**src/rtl/multicore_pkg.sv**
```systemverilog
// Shared types for the multicore memory arbiter: RAM status codes, arbiter states
// and the upper bound on the number of requesting cores.
package multicore_pkg;

  localparam int unsigned NCORES_MAX = 8;

  typedef enum logic [1:0] {
    FREE   = 2'd0,
    BUSY   = 2'd1,
    ACCESS = 2'd2,
    ERROR  = 2'd3
  } ramstate_t;

  typedef enum logic {
    IDLE = 1'b0,
    XFER = 1'b1
  } arb_state_t;

endpackage

```
**src/rtl/rr_priority_pick.sv**
```systemverilog
// Combinational round-robin finder: returns the first requester at or after ptr,
// wrapping modulo N, plus a valid bit when any request is present.
module rr_priority_pick #(
  parameter int unsigned N    = 2,
  parameter int unsigned IdxW = 1
) (
  input  logic [N-1:0]    req,
  input  logic [IdxW-1:0] ptr,
  output logic [IdxW-1:0] idx,
  output logic            valid
);

  int unsigned     sum;
  logic [IdxW-1:0] cand;

  always_comb begin
    idx   = '0;
    valid = 1'b0;
    sum   = 0;
    cand  = '0;
    for (int unsigned i = 0; i < N; i++) begin
      // ptr is always below N, so a single subtraction implements the wrap.
      sum = 32'(ptr) + i;
      if (sum >= N) begin
        sum = sum - N;
      end
      cand = sum[IdxW-1:0];
      if (!valid && req[cand]) begin
        valid = 1'b1;
        idx   = cand;
      end
    end
  end

endmodule

```
**src/rtl/multicore_mem_arbiter.sv**
```systemverilog
// N-core round-robin arbiter serialising cache requests onto one RAM port, with a
// sticky N-core halt aggregator. Optional XFER watchdog: define MC_ARB_WATCHDOG_EN.
module multicore_mem_arbiter
  import multicore_pkg::*;
#(
  parameter int unsigned NCORES   = 2,
  parameter int unsigned ADDR_W   = 32,
  parameter int unsigned DATA_W   = 32,
  parameter int unsigned WDOG_MAX = 255
) (
  input  logic                     CLK,
  input  logic                     RST,
  input  logic [NCORES-1:0]        req_ren,
  input  logic [NCORES-1:0]        req_wen,
  input  logic [NCORES*ADDR_W-1:0] req_addr,
  input  logic [NCORES*DATA_W-1:0] req_store,
  output logic [DATA_W-1:0]        req_load,
  output logic [NCORES-1:0]        req_wait,
  input  logic [NCORES-1:0]        flushed,
  output logic                     halt,
  output logic [ADDR_W-1:0]        ramaddr,
  output logic [DATA_W-1:0]        ramstore,
  output logic                     ramREN,
  output logic                     ramWEN,
  input  logic [DATA_W-1:0]        ramload,
  input  logic [1:0]               ramstate,
  output logic                     arb_timeout
);

  localparam int unsigned IdxW = (NCORES > 1) ? $clog2(NCORES) : 1;

  if (NCORES < 1 || NCORES > NCORES_MAX || WDOG_MAX < 1) begin : g_param_err
    $error("multicore_mem_arbiter: NCORES must be 1..8 and WDOG_MAX at least 1");
  end

  arb_state_t      state_q;
  logic [IdxW-1:0] gnt_q;
  logic [IdxW-1:0] rr_ptr_q;
  logic [NCORES-1:0] done_q;
  logic            halt_q;

  logic [ADDR_W-1:0] addr_arr  [NCORES];
  logic [DATA_W-1:0] store_arr [NCORES];

  for (genvar i = 0; i < NCORES; i++) begin : g_unpack
    assign addr_arr[i]  = req_addr[i*ADDR_W +: ADDR_W];
    assign store_arr[i] = req_store[i*DATA_W +: DATA_W];
  end

  logic [NCORES-1:0] req_any;
  logic [IdxW-1:0]   pick_idx;
  logic              pick_valid;

  assign req_any = req_ren | req_wen;

  rr_priority_pick #(
    .N    (NCORES),
    .IdxW (IdxW)
  ) u_pick (
    .req   (req_any),
    .ptr   (rr_ptr_q),
    .idx   (pick_idx),
    .valid (pick_valid)
  );

  ramstate_t       ram_st;
  logic            in_xfer;
  logic            gnt_wen;
  logic            gnt_active;
  logic            xfer_live;
  logic            complete;
  logic            abort;
  logic            wdog_hit;
  logic [IdxW-1:0] ptr_next;

  assign ram_st     = ramstate_t'(ramstate);
  assign in_xfer    = (state_q == XFER);
  assign gnt_wen    = req_wen[gnt_q];
  assign gnt_active = req_ren[gnt_q] | req_wen[gnt_q];
  assign xfer_live  = in_xfer && gnt_active;
  assign complete   = xfer_live && (ram_st == ACCESS);
  assign abort      = in_xfer && !gnt_active;
  assign ptr_next   = (gnt_q == IdxW'(NCORES - 1)) ? '0 : gnt_q + 1'b1;

  always_ff @(posedge CLK) begin
    if (RST) begin
      state_q  <= IDLE;
      gnt_q    <= '0;
      rr_ptr_q <= '0;
    end else begin
      case (state_q)
        IDLE: begin
          if (pick_valid) begin
            gnt_q   <= pick_idx;
            state_q <= XFER;
          end
        end
        XFER: begin
          // A dropped request leaves the pointer alone; completion and timeout rotate it.
          if (abort) begin
            state_q <= IDLE;
          end else if (complete || wdog_hit) begin
            state_q  <= IDLE;
            rr_ptr_q <= ptr_next;
          end
        end
        default: state_q <= IDLE;
      endcase
    end
  end

  always_comb begin
    ramREN   = 1'b0;
    ramWEN   = 1'b0;
    ramaddr  = '0;
    ramstore = '0;
    if (in_xfer) begin
      ramWEN   = gnt_wen;
      ramREN   = !gnt_wen;
      ramaddr  = addr_arr[gnt_q];
      ramstore = store_arr[gnt_q];
    end
  end

  always_comb begin
    req_wait = '1;
    for (int unsigned i = 0; i < NCORES; i++) begin
      req_wait[i] = !(complete && (gnt_q == IdxW'(i)));
    end
  end

  assign req_load = ramload;

  // halt registers the post-update done set so it rises the cycle after the last flush.
  always_ff @(posedge CLK) begin
    if (RST) begin
      done_q <= '0;
      halt_q <= 1'b0;
    end else begin
      done_q <= done_q | flushed;
      halt_q <= &(done_q | flushed);
    end
  end

  assign halt = halt_q;

`ifdef MC_ARB_WATCHDOG_EN
  localparam int unsigned WdogW = $clog2(WDOG_MAX + 1);

  logic [WdogW-1:0] wdog_q;
  logic             timeout_q;

  assign wdog_hit = xfer_live && (ram_st != ACCESS) && (wdog_q == WdogW'(WDOG_MAX - 1));

  always_ff @(posedge CLK) begin
    if (RST) begin
      wdog_q    <= '0;
      timeout_q <= 1'b0;
    end else begin
      // Held at zero while idle so every XFER entry starts a fresh count.
      if (state_q == IDLE) begin
        wdog_q <= '0;
      end else begin
        wdog_q <= wdog_q + 1'b1;
      end
      if (wdog_hit) begin
        timeout_q <= 1'b1;
      end
    end
  end

  assign arb_timeout = timeout_q;
`else
  assign wdog_hit    = 1'b0;
  assign arb_timeout = 1'b0;
`endif

endmodule

```
**config.mk**
```make
export PLATFORM = sky130hd
export DESIGN_NAME = multicore_mem_arbiter
export DESIGN_NICKNAME = d
export VERILOG_FILES = /design/src/rtl/multicore_pkg.sv /design/src/rtl/rr_priority_pick.sv /design/src/rtl/multicore_mem_arbiter.sv
export SDC_FILE = /design/constraint.sdc
export NUM_CORES = 1
export LEC_CHECK = 0
export ABC_AREA = 0
export BUFFER_PORTS_ARGS = -buffer_cell sky130_fd_sc_hd__buf_2
export CORE_AREA = 2 2 106 108
export CTS_CLUSTER_DIAMETER = 100
export DETAILED_ROUTE_END_ITERATION = 8
export DIE_AREA = 0 0 108 110
export PLACE_DENSITY_LB_ADDON = 0.1
export SLEW_MARGIN = 20
export SYNTH_ARGS = -nofsm -noshare
export SYNTH_HDL_FRONTEND = slang
export SYNTH_HIERARCHICAL = 1
export SYNTH_SLANG_ARGS = --single-unit
```
**constraint.sdc**
```tcl
create_clock -name CLK -period 1.6 [get_ports CLK]
set_input_delay 0 -clock CLK [delete_from_list [all_inputs] [get_ports CLK]]
set_output_delay 0 -clock CLK [all_outputs]
set_load 0.02 [all_outputs]
```
======== Word level (Yosys, flattened, before mapping) ========
Index checks and enable logic that the tools add are counted.
storage, ports and cells
  bits in registers ....................... 6
  input bits .............................. 170
  output and inout port bits .............. 102
operators by class
  $add $sub $neg .......................... 4
  magnitude comparators ................... 6
  equality and inequality tests ........... 1
  mux-type cells .......................... 29
  bitwise operators ....................... 7
  reductions and logical operators ........ 14
operators by type and width
  kind                                                               count
  2-to-1 mux 32 bit                                                  8
  2-to-1 mux 1 bit                                                   20
  logical AND 1 bit                                                  6
  < comparator 1 x 2 -> 1 bit, second input constant                 3
  logical NOT 1 bit                                                  5
  greater-or-equal comparator 2 bit, second input constant           2
  bitwise OR 2 bit                                                   2
  AND reduction 2 bit                                                2
  NOT 1 bit                                                          3
  AND reduction 3 bit                                                1
  adder 1 x 1 -> 2 bit, second input constant                        1
  equality test 2 bit, second input constant                         1
  greater-or-equal comparator 1 x 2 -> 1 bit, second input constant  1
  NOT 1 -> 2 bit                                                     1
  one-hot mux 1 bit (2 select lines)                                 1
  subtractor 1 bit, second input constant                            2
  adder 1 bit, second input constant                                 1
  bitwise OR 1 bit                                                   1

======== Depth between registers and ports, before layout ========
  depth after elaboration ................. 10
  depth in mapped cells ................... 6

======== By module ========
The synthesis kept the hierarchy.
by module, submodules not included
  module                 instances  cells an instance  area an instance (um^2)  sequential area each (um^2)
  multicore_mem_arbiter  1          208                1651.6                   120.1
  rr_priority_pick       1          3                  17.5                     0.0

======== Worst setup path before layout ========
No wires, ideal clock.
  kind .................................... flip-flop to flip-flop
  start point ............................. register state_q, in the netlist in_xfer
  end point ............................... register rr_ptr_q
  library setup time ...................... 0.116 ns
  data arrival time ....................... 1.040 ns
  setup slack ............................. 0.444 ns
  stages on the path, launching flop included .. 4
  path buffers ............................ 0
  path through ............................ dfxtp_1 -> nand3b_1 -> or2_1 -> a31o_1
on the way
  longest elaborated chain between the ends .. 3
  elaborated cells between the ends (all ways) .. 5
  those cells by class .................... bitwise: 1; reduce/logical: 4
ends and longest elaborated chain
  item                                            RTL line                                                  RTL
  from (decl)                                     multicore_mem_arbiter.sv:36                               arb_state_t state_q;
  from (signal assigned)                          multicore_mem_arbiter.sv:87                               state_q <= IDLE;
  from (signal assigned)                          multicore_mem_arbiter.sv:95                               state_q <= XFER;
  from (signal assigned)                          multicore_mem_arbiter.sv:101                              state_q <= IDLE;
  logical AND 1 bit (on tied branches)            multicore_mem_arbiter.sv:80, multicore_mem_arbiter.sv:82
  logical AND 1 bit or NOT 1 bit (tied branches)  -
  AND reduction 3 bit (no line) (*)               -
  to (signal assigned)                            multicore_mem_arbiter.sv:104                              rr_ptr_q <= ptr_next;
  to (decl)                                       multicore_mem_arbiter.sv:38                               logic [IdxW-1:0] rr_ptr_q;
Every way passes the cells marked *; elsewhere a longest branch is shown, timed or not.
A chain may end at the register's enable or synchronous reset.

======== Worst setup path after layout ========
  start point ............................. register gnt_q
  end point ............................... output port ramaddr[23]
on the way
  longest elaborated chain between the ends .. 5
ends and longest elaborated chain
  item                                                   RTL line                      RTL
  from (decl)                                            multicore_mem_arbiter.sv:37   logic [IdxW-1:0] gnt_q;
  from (signal assigned)                                 multicore_mem_arbiter.sv:94   gnt_q <= pick_idx;
  NOT 1 -> 2 bit (not written as such)                   multicore_mem_arbiter.sv:120  ramaddr = addr_arr[gnt_q];
  2-to-1 mux 32 bit (not written as such) (3 in series)  multicore_mem_arbiter.sv:120
  2-to-1 mux 32 bit                                      multicore_mem_arbiter.sv:117  if (in_xfer) begin
  to (decl)                                              multicore_mem_arbiter.sv:21   output logic [ADDR_W-1:0] ramaddr,
No other way between the ends. The select of a mux whose other input is x is not followed.

==> impl_metrics.env <==
export IMPL_status="finished, final reports clean"
export IMPL_grt_first_pass_wirelength_um=7714
export IMPL_ys_seq_area_frac=0.07196
export IMPL_grt_use_met1=0.07787
export IMPL_p_leak_nw=1.339
export IMPL_cts_max_level=1
export IMPL_fin_ws_ps=204.4
export IMPL_setup_viol=0
export IMPL_tritoncts="done"
export IMPL_p_seq_frac=0.125
export IMPL_die_h_um=110
export IMPL_firstDrtPassIters=2
export IMPL_timing_critical_path_to_type="output pin"
export IMPL_initial_core_util=0.1560
export IMPL_antennaDiodeCount=0
export IMPL_cts_path_max_buffers=2
export IMPL_nets=549
export IMPL_grt_pass1_vias=1730
export IMPL_ff2ff_setup_slack_ps=510
export IMPL_p_per_area_nw_per_um2=526.7
export IMPL_hold_viol_final=0
export IMPL_final_cell_mix="buf_2 (206), mux2i_1 (66), nor2b_1 (66)"
export IMPL_power_w=0.001399
export IMPL_die_w_um=108
export IMPL_synth_warning_count=6
export IMPL_ys_seq_elements=6
export IMPL_ir_drop_mv=0.2331
export IMPL_busiest_layer="met2"
export IMPL_clkSinkCount=6
export IMPL_max_cap_viol_count=0
export IMPL_holdWs_ps=0.006502
export IMPL_use_met2=0.1568
export IMPL_ios=272
export IMPL_viasPerCell=3.844
export IMPL_synth_area_top_cells="mux2i_1 (40%), nor2b_1 (25%), buf_4 (15%)"
export IMPL_rows=38
export IMPL_syn_to_final_growth_pct=59.15
export IMPL_grt_overflow=0
export IMPL_wire_per_inst_um=11.28
export IMPL_cts_buffers=3
export IMPL_avgSynthCellArea_um2=7.910
export IMPL_yosysTopAreaCellShare=0.3958
export IMPL_place_ws_ps=437.4
export IMPL_final_common_cell="buf_2"
export IMPL_drc=0
export IMPL_slew_violations=0
export IMPL_design_die_area_um2=11880
export IMPL_setup_tns_ps=0
export IMPL_syn_nets=381
export IMPL_dr_total_vias=1991
export IMPL_path_clk_slew_ps=40
export IMPL_antenna_found_initial=0
export IMPL_worst_clock_skew_ps=10.40
export IMPL_track_usage=0.08031
export IMPL_min_period_ps=1396
export IMPL_yosysTopAreaCell="mux2i_1"
export IMPL_combPwrFrac=0.699
export IMPL_rsz0062_at_grt="no"
export IMPL_worstSkewPairLatency_ps=230
export IMPL_internal_power_w=0.0007885
export IMPL_yosysUniqueCellTypes=23
export IMPL_final_layout_size_suffix_gt1_frac=0.5741
export IMPL_drt_total_wl_um=5845
export IMPL_fmax_mhz=716.5
export IMPL_drtAntennaViolNets=0
export IMPL_min_path_type="input pin to output pin"
export IMPL_n_fill_cell=1219
export IMPL_ctsRootBufferMaster="clkbuf_8"
export IMPL_start_kind="flop"
export IMPL_path_max_fanout=37
export IMPL_grt_max_degree=43
export IMPL_required_ps=1600
export IMPL_syn_area_um2=1669
export IMPL_core_area_um2=10700
export IMPL_dr_first_iter_drc_count=47
export IMPL_gp_congestion=0.7329
export IMPL_syn_inst=211
export IMPL_use_met3=0.01293
export IMPL_hpwl_um=5001
export IMPL_worstPathArrival_ps=1400
export IMPL_critical_path_class="flop to output pin"
export IMPL_port_buffers=206
export IMPL_power_share_clock=0.177
export IMPL_fin_crit_sh=0.8723
export IMPL_fin_util=0.2483
export IMPL_p_switching_w=0.0006105
export IMPL_swShare=0.4364
==> kinds of logic (layout without fill, tap and decap cells) <==
logic type             after synthesis  after routing  share of synthesized area
AOI/OAI and AO/OA                    5              5                    0.02099
muxes                               66             66                     0.3958
DFF                                  6              6                    0.07197
and+or+nand+nor                     82             82                     0.3021
buffers and inverters               51            218                     0.2069
other                                1              1                   0.002247
==> synth_stat cells <==
master and instances:
mux2i_1 66, nor2b_1 66, buf_4 33, buf_2 6
clkbuf_1 6, dfxtp_1 6, nor2_1 6, buf_6 3
inv_1 3, o21ai_0 2, or2_1 2, a21boi_1 1
a22o_1 1, a31o_1 1, and2_1 1, and3_1 1
conb_1 1, nand2b_1 1, nand3b_1 1, nor3_1 1
nor4_2 1, or2_2 1, or3_1 1
==> state kept, by name (all words and copies together), names as in the netlist <==
signal    count
in_xfer       1
halt          1
done_q        2
rr_ptr_q      1
gnt_q         1
==> critical path, cell delays in order (launching register included) <==
cell and delay (ps):
dfxtp_4 410, buf_12 260, mux2i_1 240, nor2b_1 60
buf_2 150
==> through the flow <==
step,instance area (um2),cells
after floorplan,1669,211
after detailed placement,2601,513
after CTS,2656,518
after global routing,2656,518
final,2656,518
after global placement,2601,513
==> worst paths after layout <==
kind | to | cells after the start | startpoint
worst max-delay path | ramaddr[23] | 4 | gnt_q$_SDFFE_PP0P_
worst min-delay path | req_load[31] | 0 | ramload[31]
worst max register to register | rr_ptr_q$_SDFFE_PP0P_ | 3 | gnt_q$_SDFFE_PP0P_
worst min register to register | done_q[1]$_SDFF_PP0_ | 2 | done_q[1]$_SDFF_PP0_
==> power groups by stage <==
stage,clock network [W],logic [W],registers (W)
floorplan,0,0.000732,0.000173
global placement,0,0.00100,0.000177
detailed placement,0,0.000996,0.000177
CTS,0.000261,0.00100,0.000175
global route,0.000272,0.00106,0.000178
finish,0.000247,0.000978,0.000174
==> cell type report <==
type                       count  area (um2)  area share
sequential                     6       125.1     0.04710
clock buffer                   4       45.04     0.01696
inverter                       3       11.26    0.004239
multi-input combinational    154        1204      0.4531
tap                          140       175.2     0.06594
timing repair buffer         211        1096      0.4126
==> layer usage <==
layer,vias up,routed length [um]
met2,130,2998
li1,1003,-
met3,22,632
met5,-,0
met1,836,1977
met4,0,235
==> repair_timing <==
item / CTS / global route
hold buffers: 1 / 0
resized for setup: 0 / 0
hold endpoints to repair: 1 / 0
setup buffers: 0 / 0
No activity file was read; power rests on OpenSTA's default activity.
